--- src/rtl/white_pixel_counter.sv ---
// white_pixel_counter
// Binarizes a framed pixel stream against a per-frame threshold and counts
// white pixels and total pixels. At end of frame it holds both counts on a
// valid/ready result port until the downstream comparator takes them.
//
// Ports:
//   clk           rising-edge clock
//   rst_n         synchronous active-low reset
//   s_valid       input beat valid
//   s_ready       block can accept a beat (0 while holding a result or in reset)
//   s_pixel       smoothed pixel value
//   s_sof         beat is the first pixel of a frame
//   s_eof         beat is the last pixel of a frame
//   bin_threshold binarization threshold, latched on an accepted SOF beat
//   m_valid       frame result available
//   m_ready       downstream accepts result
//   m_count       white-pixel count of the last completed frame
//   m_total       total pixel count of the last completed frame
//   m_sat         either counter saturated during that frame
//   frame_err     one-cycle pulse after a framing violation
module white_pixel_counter #(
  parameter int PIX_W = 8,
  parameter int CNT_W = 16
) (
  input  logic             clk,
  input  logic             rst_n,
  input  logic             s_valid,
  output logic             s_ready,
  input  logic [PIX_W-1:0] s_pixel,
  input  logic             s_sof,
  input  logic             s_eof,
  input  logic [PIX_W-1:0] bin_threshold,
  output logic             m_valid,
  input  logic             m_ready,
  output logic [CNT_W-1:0] m_count,
  output logic [CNT_W-1:0] m_total,
  output logic             m_sat,
  output logic             frame_err
);

  typedef enum logic [1:0] {
    IDLE  = 2'd0,
    ACCUM = 2'd1,
    HOLD  = 2'd2
  } state_t;

  localparam logic [CNT_W-1:0] CNT_MAX  = {CNT_W{1'b1}};
  localparam logic [CNT_W-1:0] CNT_ZERO = {CNT_W{1'b0}};
  localparam logic [CNT_W-1:0] CNT_ONE  = {{(CNT_W-1){1'b0}}, 1'b1};

  // Saturating increment: the counter sticks at its maximum instead of wrapping.
  function automatic logic [CNT_W-1:0] sat_inc(input logic [CNT_W-1:0] v,
                                               input logic            inc);
    logic [CNT_W-1:0] r;
    if (inc && (v != CNT_MAX)) begin
      r = v + CNT_ONE;
    end else begin
      r = v;
    end
    return r;
  endfunction

  state_t           state_r;
  state_t           state_nx_s;
  logic [PIX_W-1:0] thr_r;
  logic [CNT_W-1:0] cnt_r;
  logic [CNT_W-1:0] tot_r;
  logic             sat_r;
  logic             m_valid_r;
  logic [CNT_W-1:0] m_count_r;
  logic [CNT_W-1:0] m_total_r;
  logic             m_sat_r;
  logic             frame_err_r;

  logic             accept_s;
  logic             start_s;      // accepted SOF beat: begin a new frame
  logic             start_eof_s;  // SOF beat that is also EOF (single-pixel frame)
  logic             step_s;       // accepted in-frame beat without SOF
  logic             finish_s;     // in-frame beat carrying EOF
  logic             release_s;    // result handshake
  logic             err_s;
  logic             white_new_s;
  logic             white_acc_s;
  logic [CNT_W-1:0] cnt_sum_s;
  logic [CNT_W-1:0] tot_sum_s;
  logic             sat_sum_s;

  // Reset forces s_ready low so no beat can slip in during reset.
  assign s_ready  = rst_n && (state_r != HOLD);
  assign accept_s = s_valid && s_ready;

  // SOF beats compare against the incoming threshold, later beats against the latched one.
  assign white_new_s = (s_pixel > bin_threshold);
  assign white_acc_s = (s_pixel > thr_r);
  assign cnt_sum_s   = sat_inc(cnt_r, white_acc_s);
  assign tot_sum_s   = sat_inc(tot_r, 1'b1);
  // Total only grows with or ahead of the white count, but both are checked for clarity.
  assign sat_sum_s   = sat_r | (tot_r == CNT_MAX) | (white_acc_s && (cnt_r == CNT_MAX));

  // Next-state and control decode for the frame FSM.
  always_comb begin
    state_nx_s  = state_r;
    start_s     = 1'b0;
    start_eof_s = 1'b0;
    step_s      = 1'b0;
    finish_s    = 1'b0;
    release_s   = 1'b0;
    err_s       = 1'b0;
    case (state_r)
      IDLE: begin
        if (accept_s) begin
          if (s_sof) begin
            start_s     = 1'b1;
            start_eof_s = s_eof;
            state_nx_s  = s_eof ? HOLD : ACCUM;
          end else begin
            err_s = 1'b1;
          end
        end else begin
          state_nx_s = IDLE;
        end
      end
      ACCUM: begin
        if (accept_s) begin
          if (s_sof) begin
            // Restart: the partial frame is dropped and this beat opens a new one.
            err_s       = 1'b1;
            start_s     = 1'b1;
            start_eof_s = s_eof;
            state_nx_s  = s_eof ? HOLD : ACCUM;
          end else begin
            step_s     = 1'b1;
            finish_s   = s_eof;
            state_nx_s = s_eof ? HOLD : ACCUM;
          end
        end else begin
          state_nx_s = ACCUM;
        end
      end
      HOLD: begin
        if (m_ready) begin
          release_s  = 1'b1;
          state_nx_s = IDLE;
        end else begin
          state_nx_s = HOLD;
        end
      end
      default: begin
        state_nx_s = IDLE;
      end
    endcase
  end

  // FSM state register.
  always_ff @(posedge clk) begin
    if (!rst_n) begin
      state_r <= IDLE;
    end else begin
      state_r <= state_nx_s;
    end
  end

  // Frame accumulators, result registers and error pulse.
  always_ff @(posedge clk) begin
    if (!rst_n) begin
      thr_r       <= {PIX_W{1'b0}};
      cnt_r       <= CNT_ZERO;
      tot_r       <= CNT_ZERO;
      sat_r       <= 1'b0;
      m_valid_r   <= 1'b0;
      m_count_r   <= CNT_ZERO;
      m_total_r   <= CNT_ZERO;
      m_sat_r     <= 1'b0;
      frame_err_r <= 1'b0;
    end else begin
      frame_err_r <= err_s;
      if (start_s) begin
        thr_r <= bin_threshold;
        cnt_r <= {{(CNT_W-1){1'b0}}, white_new_s};
        tot_r <= CNT_ONE;
        sat_r <= 1'b0;
      end else if (step_s) begin
        cnt_r <= cnt_sum_s;
        tot_r <= tot_sum_s;
        sat_r <= sat_sum_s;
      end else begin
        cnt_r <= cnt_r;
      end
      if (start_eof_s) begin
        m_valid_r <= 1'b1;
        m_count_r <= {{(CNT_W-1){1'b0}}, white_new_s};
        m_total_r <= CNT_ONE;
        m_sat_r   <= 1'b0;
      end else if (finish_s) begin
        m_valid_r <= 1'b1;
        m_count_r <= cnt_sum_s;
        m_total_r <= tot_sum_s;
        m_sat_r   <= sat_sum_s;
      end else if (release_s) begin
        m_valid_r <= 1'b0;
      end else begin
        m_valid_r <= m_valid_r;
      end
    end
  end

  assign m_valid   = m_valid_r;
  assign m_count   = m_count_r;
  assign m_total   = m_total_r;
  assign m_sat     = m_sat_r;
  assign frame_err = frame_err_r;

endmodule

--- config.mk ---
export PLATFORM = sky130hd
export DESIGN_NAME = white_pixel_counter
export DESIGN_NICKNAME = d
export VERILOG_FILES = /design/src/rtl/white_pixel_counter.sv
export SDC_FILE = /design/constraint.sdc
export NUM_CORES = 1
export LEC_CHECK = 0
export CORE_ASPECT_RATIO = 0.75
export CORE_MARGIN = 5
export CORE_UTILIZATION = 51
export CTS_BUF_LIST = sky130_fd_sc_hd__clkbuf_4 sky130_fd_sc_hd__clkbuf_8
export CTS_CLUSTER_DIAMETER = 120
export DETAILED_ROUTE_END_ITERATION = 6
export PLACE_DENSITY = 0.77
export SLEW_MARGIN = 15
export SYNTH_ARGS = -nofsm -noshare
export SYNTH_HDL_FRONTEND = slang
export SYNTH_SLANG_ARGS = --single-unit
--- constraint.sdc ---
create_clock -name clk -period 2.25 [get_ports clk]
set_input_delay 0.225 -clock clk [delete_from_list [all_inputs] [get_ports clk]]
set_output_delay 0.225 -clock clk [all_outputs]
set_load 0.02 [all_outputs]
==> flow_summary.yaml, run 1 <==
sta:
  fmax_mhz: 444
  setup_violations: 1
  report.final.slew_viol_count: 0
  clock_skew_ns: 0.0114
  worst_slew_pin_slew_ns: 0.415
  period_share_pct: 100
  finalSetupTns_ns: -0.000420
  rsz0062_at_grt: "true"
  setup_ws_ns: -0.000420
  slew_headroom_pct: 72.2
  min_period_ns: 2.25
  hold_viol_final: 0
setup_path:
  worstSetupStartpointType: "input port"
  crit_chain: "clkdlybuf4s50_1 -> ha_4 -> nor2b_1 -> o211ai_1 -> a211o_1 -> and2_4 -> or4_4 -> xor2_1 -> nor2_1"
  worstPathRequired_ns: 2.48
  crit_path_start: "s_pixel[1]"
  crit_slowest_cell: "or4_4"
  cp-endpoint: "cnt_r[9]"
  arrival_ns: 2.48
  crit_type: "in -> reg"
  r2r_start: "thr_r[1]"
  rrSetupSlack_ns: -0.0004
  path_max_fanout: 5
  reg2regPathDepth: 9
  r2r-end: "cnt_r[9]"
  worstSetupEndpointType: "flip-flop"
  critPathMaxStageDelay_ns: 0.51
power_and_ir_drop:
  p_leak_nw: 1.89
  p_total_mw: 2.96
  power.density_nw_per_um2: 561
  vdd_drop_max_mv: 0.311
placement:
  dp_hpwl_um: 7340
  dp_slack_ns: -0.369
  portBuffers: 57
  gp_congestion: 0.856
  place_area_um2: 4890
global_route:
  first_global_vias: 3575
  antenna_found_initial: 0
  grt_util_all_layers_pct: 20.9
  gr-total-overflow: 0
  grt_first_pass_wirelength_um: 16800
  grt_max_degree: 45
floorplanning:
  die_h_um: 87.1
  coreArea_um2: 7810
  row_count: 28
  die_x_um: 113
  start_util_pct: 51.7
  die_area_um2: 9830
  ioPinCount: 58
finish:
  nNetsFinal: 622
  final_common_cell: "dfxtp_1"
  synthToLayoutAreaGrowth_pct: 30.2
  final_cell_mix: "dfxtp_1 (74), clkdlybuf4s50_1 (57), a21oi_1 (53)"
  fill_cells: 647
  layout-drive-gt1-share_pct: 15.3
  postLayoutCoreUtil_pct: 67.4
  n_antenna_cell: 0
  fin_area_um2: 5270
clocking:
  clock-sinks: 78
  cts_buffer_depth: 2
  ctsRootBufferMaster: "clkbuf_8"
  postCtsHoldBufs: 0
  h-tree-depth: 3
  clkLatencyLatePin_ns: 0.35
  clkSlewWorstSetupHoldPaths_ns: 0.08
  numCtsBuffers: 9
  cts_tree: "done"
synthesis:
  synth_sequential_area_ratio_pct: 38.6
  synthArstFlopShare_pct: 0
  ys_types: 46
  syn_nets: 545
  netlist_area_um2: 4040
  synth_cells: 505
  ys_warn_count: 0
  synthFlopType: "dfxtp_1"
  syn_avg_cell_area_um2: 8.01
  synth_seq_cells: 78
  synth_edf_count: 0
run:
  maxCapViolCount: 0
detailed_routing:
  ant_nets: 0
  drtIter0Drc: 222
  drc: 0
  routed_via_density: 5.54
  wl_per_cell_um: 14.8
  wirelength_um: 10300
  firstDrtPassIters: 5
  via_count: 3835
worst_hold_path:
  hp-class: "in -> reg"
outcome:
  status: "finished with violations"
  violations: "setup timing"
==> flip-flops by register name (all words and copies together) (netlist names) <==
| signal | cells |
|---|---|
| m_total | 16 |
| m_sat | 1 |
| cnt_r | 16 |
| tot_r | 16 |
| m_valid | 1 |
| sat_r | 1 |
| thr_r | 8 |
| state_r | 2 |
| frame_err | 1 |
| m_count | 16 |
==> worst max-delay path: cells and delay by family <==
family / cells / cell delay [ns]
xor gates and xnor gates: 1 / 0.15
and+or+nand+nor: 4 / 0.89
buffers and inverters: 1 / 0.46
adders and majority gates: 1 / 0.29
AOI/OAI and AO/OA: 2 / 0.45
==> how the worst min path moves through the flow <==
| stage | startpoint | end | slack (ns) | cells after the start |
|---|---|---|---|---|
| floorplan | s_valid | state_r[0] | 0.34 | 1 |
| global placement | thr_r[2] | thr_r[2] | 0.44 | 2 |
| detailed placement | m_total[2] | m_total[2] | 0.45 | 2 |
| CTS | bin_threshold[5] | thr_r[5] | 0.45 | 3 |
| global route | m_total[2] | m_total[2] | 0.48 | 2 |
| finish | bin_threshold[5] | thr_r[5] | 0.45 | 3 |
==> power breakdown <==
group,internal [mW],switching [mW]
Clock,0.652,0.519
Combinational,0.172,0.186
Sequential,1.41,0.0189
Total,2.23,0.724
==> cell usage after synthesis, types with 2 or more instances <==
| master | instances | share of area [%] |
|---|---|---|
| nand4_1 | 18 | 2.8 |
| a31oi_1 | 3 | 0.46 |
| xor2_1 | 28 | 6.1 |
| nor3_1 | 19 | 2.4 |
| nand2_1 | 49 | 4.5 |
| a21oi_1 | 53 | 6.6 |
| nand3_1 | 21 | 2.6 |
| and4_1 | 2 | 0.43 |
| nand2b_1 | 2 | 0.31 |
| ha_1 | 18 | 5.6 |
| or4_1 | 5 | 0.93 |
| nand3b_1 | 2 | 0.37 |
| and3_1 | 8 | 1.2 |
| nor2b_1 | 2 | 0.31 |
| clkbuf_1 | 20 | 1.9 |
| buf_4 | 3 | 0.56 |
| or2_1 | 2 | 0.31 |
| nor3_2 | 2 | 0.50 |
| dfxtp_1 | 78 | 39 |
| or3_1 | 7 | 1.1 |
| mux2i_1 | 2 | 0.50 |
| nor2_1 | 48 | 4.5 |
| and2_1 | 3 | 0.46 |
| and2_4 | 2 | 0.43 |
| xnor2_1 | 19 | 4.1 |
| a211oi_1 | 2 | 0.37 |
| buf_2 | 8 | 0.99 |
| o21ai_0 | 38 | 4.7 |
| o21ai_1 | 2 | 0.25 |
| o211ai_1 | 5 | 0.93 |
| and3b_1 | 2 | 0.43 |
| inv_1 | 18 | 1.7 |
==> metal layers <==
metal  share of wire [%]  global-route usage (%)
met1                  50                    29.5
met2                  43                    31.8
met3                 5.9                    4.51
met4                 1.8                    7.31
met5                   0                   0.513
==> area by class of cell <==
cell class	count	area [um^2]	area share, %
repair buffers	97	887	16.8
multi-input cells	378	2390	45.4
well taps	105	131	2.50
clock inverters	5	83.8	1.59
flip-flops and latches	78	1570	29.8
clock buffers	11	139	2.64
inverters	18	67.6	1.28
==> cell families (layout without fill, tap and decap cells) <==
family / after synthesis / after routing / share of synthesized area (%)
DFF: 78 / 78 / 38.6
AOI/OAI and AO/OA: 113 / 113 / 15.4
buffers and inverters: 50 / 131 / 5.35
xor gates and xnor gates: 47 / 47 / 10.2
muxes: 3 / 3 / 0.774
adders and majority gates: 18 / 18 / 5.57
and+or+nand+nor: 196 / 197 / 24.0
==> through the flow <==
step	hold WS [ns]	std cells
after floorplan	0.339	505
after global placement	0.445	672
after detailed placement	0.453	672
after CTS	0.446	688
after global routing	0.484	692
final	0.450	692
==> timing repair <==
item / in CTS / in global routing
buffers inserted: 0 / 3
pin swaps: 1 / 21
endpoints found under the setup margin: 2 / 13
gates resized for setup: 1 / 29
gates cloned: 0 / 1
No activity file was read; power rests on OpenSTA's default activity.
==> run 2: changes to the inputs <==
- CORE_MARGIN: 5 -> 3
==> run 2 against run 1 <==
  * The flow now finishes without violations
  * Clock power up 13%
  * Fmax rose by 1.5%
  * Setup slack better by 0.034 ns
  * Non-clock buffer count decreased by 12
  * Combinational power shrank 5%
  * Routed wire length rose by 0.97%
  * Global-route usage rose by 2.1 points
==> flow_summary.yaml, run 2 (same netlist as run 1, synthesis figures left out) <==
outcome:
  status: "finished clean"
detailed_routing:
  drtIter0Drc: 301
  firstDrtPassIters: 5
  routed_via_density: 5.67
  wirelength_um: 10400
  ant_nets: 0
  drc: 0
  wl_per_cell_um: 15.3
  via_count: 3832
power_and_ir_drop:
  combinationalPowerShare_pct: 11.0
  p_int_mw: 2.34
  p_switching_mw: 0.741
  vdd_drop_max_mv: 0.369
  pwr-share-seq_pct: 46.3
  power.share.clock_pct: 42.8
  power.density_nw_per_um2: 595
  p_leak_nw: 1.87
  swShare_pct: 24.0
finish:
  final_common_cell: "dfxtp_1"
  n_antenna_cell: 0
  final_cell_mix: "dfxtp_1 (73), clkdlybuf4s50_1 (56), a21oi_1 (53)"
  postLayoutCoreUtil_pct: 68.8
  fin_area_um2: 5180
  layout-drive-gt1-share_pct: 11.8
  nNetsFinal: 610
  synthToLayoutAreaGrowth_pct: 28.2
setup_path:
  path_max_fanout: 6
  crit_type: "reg -> reg"
  worstPathRequired_ns: 2.49
  crit_chain: "inv_1 -> ha_4 -> nor2b_1 -> o211ai_1 -> a211o_1 -> and2_4 -> or4_1 -> xor2_1 -> nor2_1"
  worstSetupEndpointType: "flip-flop"
  arrival_ns: 2.45
  critPathMaxStageDelay_ns: 0.52
  crit_slowest_cell: "or4_1"
  worstSetupStartpointType: "flip-flop"
sta:
  worst_slew_pin_slew_ns: 0.395
  period_share_pct: 98.5
  min_period_ns: 2.22
  fmax_mhz: 451
  hold_viol_final: 0
  report.final.slew_viol_count: 0
  slew_headroom_pct: 73.6
  clock_skew_ns: 0.0119
  rsz0062_at_grt: "true"
  setup_violations: 0
floorplanning:
  die_area_um2: 9040
  die_x_um: 109
  row_count: 27
  start_util_pct: 53.7
  coreArea_um2: 7530
  ioPinCount: 58
  die_h_um: 83.1
placement:
  gp_congestion: 0.903
  portBuffers: 57
  dp_hpwl_um: 7240
  place_area_um2: 4840
clocking:
  h-tree-depth: 3
  cts_buffer_depth: 2
  clkSlewWorstSetupHoldPaths_ns: 0.08
  clkLatencyLatePin_ns: 0.36
  ctsRootBufferMaster: "clkbuf_8"
  numCtsBuffers: 9
  post_cts_buffers: 0
  cts_tree: "done"
  clock-sinks: 78
global_route:
  gr-total-overflow: 0
  grt_util_all_layers_pct: 23.1
  grt_first_pass_wirelength_um: 16800
  antenna_found_initial: 0
  grt_max_degree: 42
  first_global_vias: 3589
run:
  maxCapViolCount: 0
worst_hold_path:
  hp-class: "in -> reg"
[run 2: cell count changes in the layout (fill, tap and decap cells not counted), moves of 2 or more]
cell and change:
buf_12 +2, buf_4 -13, clkbuf_4 -2, clkinvlp_4 -2
inv_1 +3, inv_2 -3, nor3_1 +4, nor3_2 -3
or3_1 +3, or3_4 -3
[run 2: power by group through the flow]
| stage | clock network [mW] | registers [mW] | logic (mW) |
|---|---|---|---|
| floorplan | 0 | 1.48 | 0.149 |
| global placement | 0 | 1.46 | 0.310 |
| detailed placement | 0 | 1.46 | 0.321 |
| CTS | 1.33 | 1.43 | 0.323 |
| global route | 1.38 | 1.43 | 0.370 |
| finish | 1.32 | 1.43 | 0.339 |
[run 2: final timing paths]
check | start | to | slack, ns | cells past startpoint
worst max-delay path | thr_r[1] | cnt_r[13] | 0.03 | 9
worst min-delay path | bin_threshold[6] | thr_r[6] | 0.43 | 3
worst max register to register | thr_r[1] | cnt_r[13] | 0.03 | 9
worst min register to register | thr_r[4] | thr_r[4] | 0.46 | 2
[run 2: cell type report]
cell class                 count  area [um^2]
clock inverter                 6          116
timing repair buffer          85          821
tap                          101          126
inverter                      18         67.6
sequential                    78         1570
clock buffer                  10          138
fill                         612         2350
multi-input combinational    378         2350
[run 2: worst max-delay path: cells and delay by family, from the launching register on]
family                   cells  cell delay, ns
buffers and inverters        1            0.07
flip-flops                   1            0.33
AO/OA/AOI/OAI                2            0.39
adder cells (fa/ha/maj)      1            0.27
XOR/XNOR                     1            0.14
AND/OR/NAND/NOR              4            0.89
[run 2: per-stage QoR]
step / power [mW] / hold WS [ns] / std cells / setup TNS [ns] / setup WS [ns]
after global routing: 3.18 / 0.431 / 676 / -0.602 / -0.0808
after detailed placement: 1.78 / 0.449 / 659 / -5.69 / -0.340
after CTS: 3.08 / 0.430 / 675 / 0 / 0.00991
after floorplan: 1.63 / 0.339 / 505 / 0 / 0.0932
final: 3.08 / 0.431 / 676 / 0 / 0.0332
after global placement: 1.77 / 0.444 / 659 / -3.72 / -0.266
[run 2: routing by layer]
layer	routed length (um)	GRT usage, %
met2	4720	34.5
met1	4830	32.8
met3	693	5.52
met4	125	7.00
met5	0	0
[run 2: timing repair]
action                                  in CTS  in global routing
gates cloned                                 0                  1
hold buffers                                 0                  0
hold endpoints to repair                     0                  0
pin swaps                                    1                  9
resized for setup                            1                 16
endpoints found under the setup margin       1                 14
==> run 3: changes to the inputs <==
- CTS_CLUSTER_SIZE: not set -> 40
==> results of run 3 <==
Final layout, timing and power as in run 2 (identical DEF).
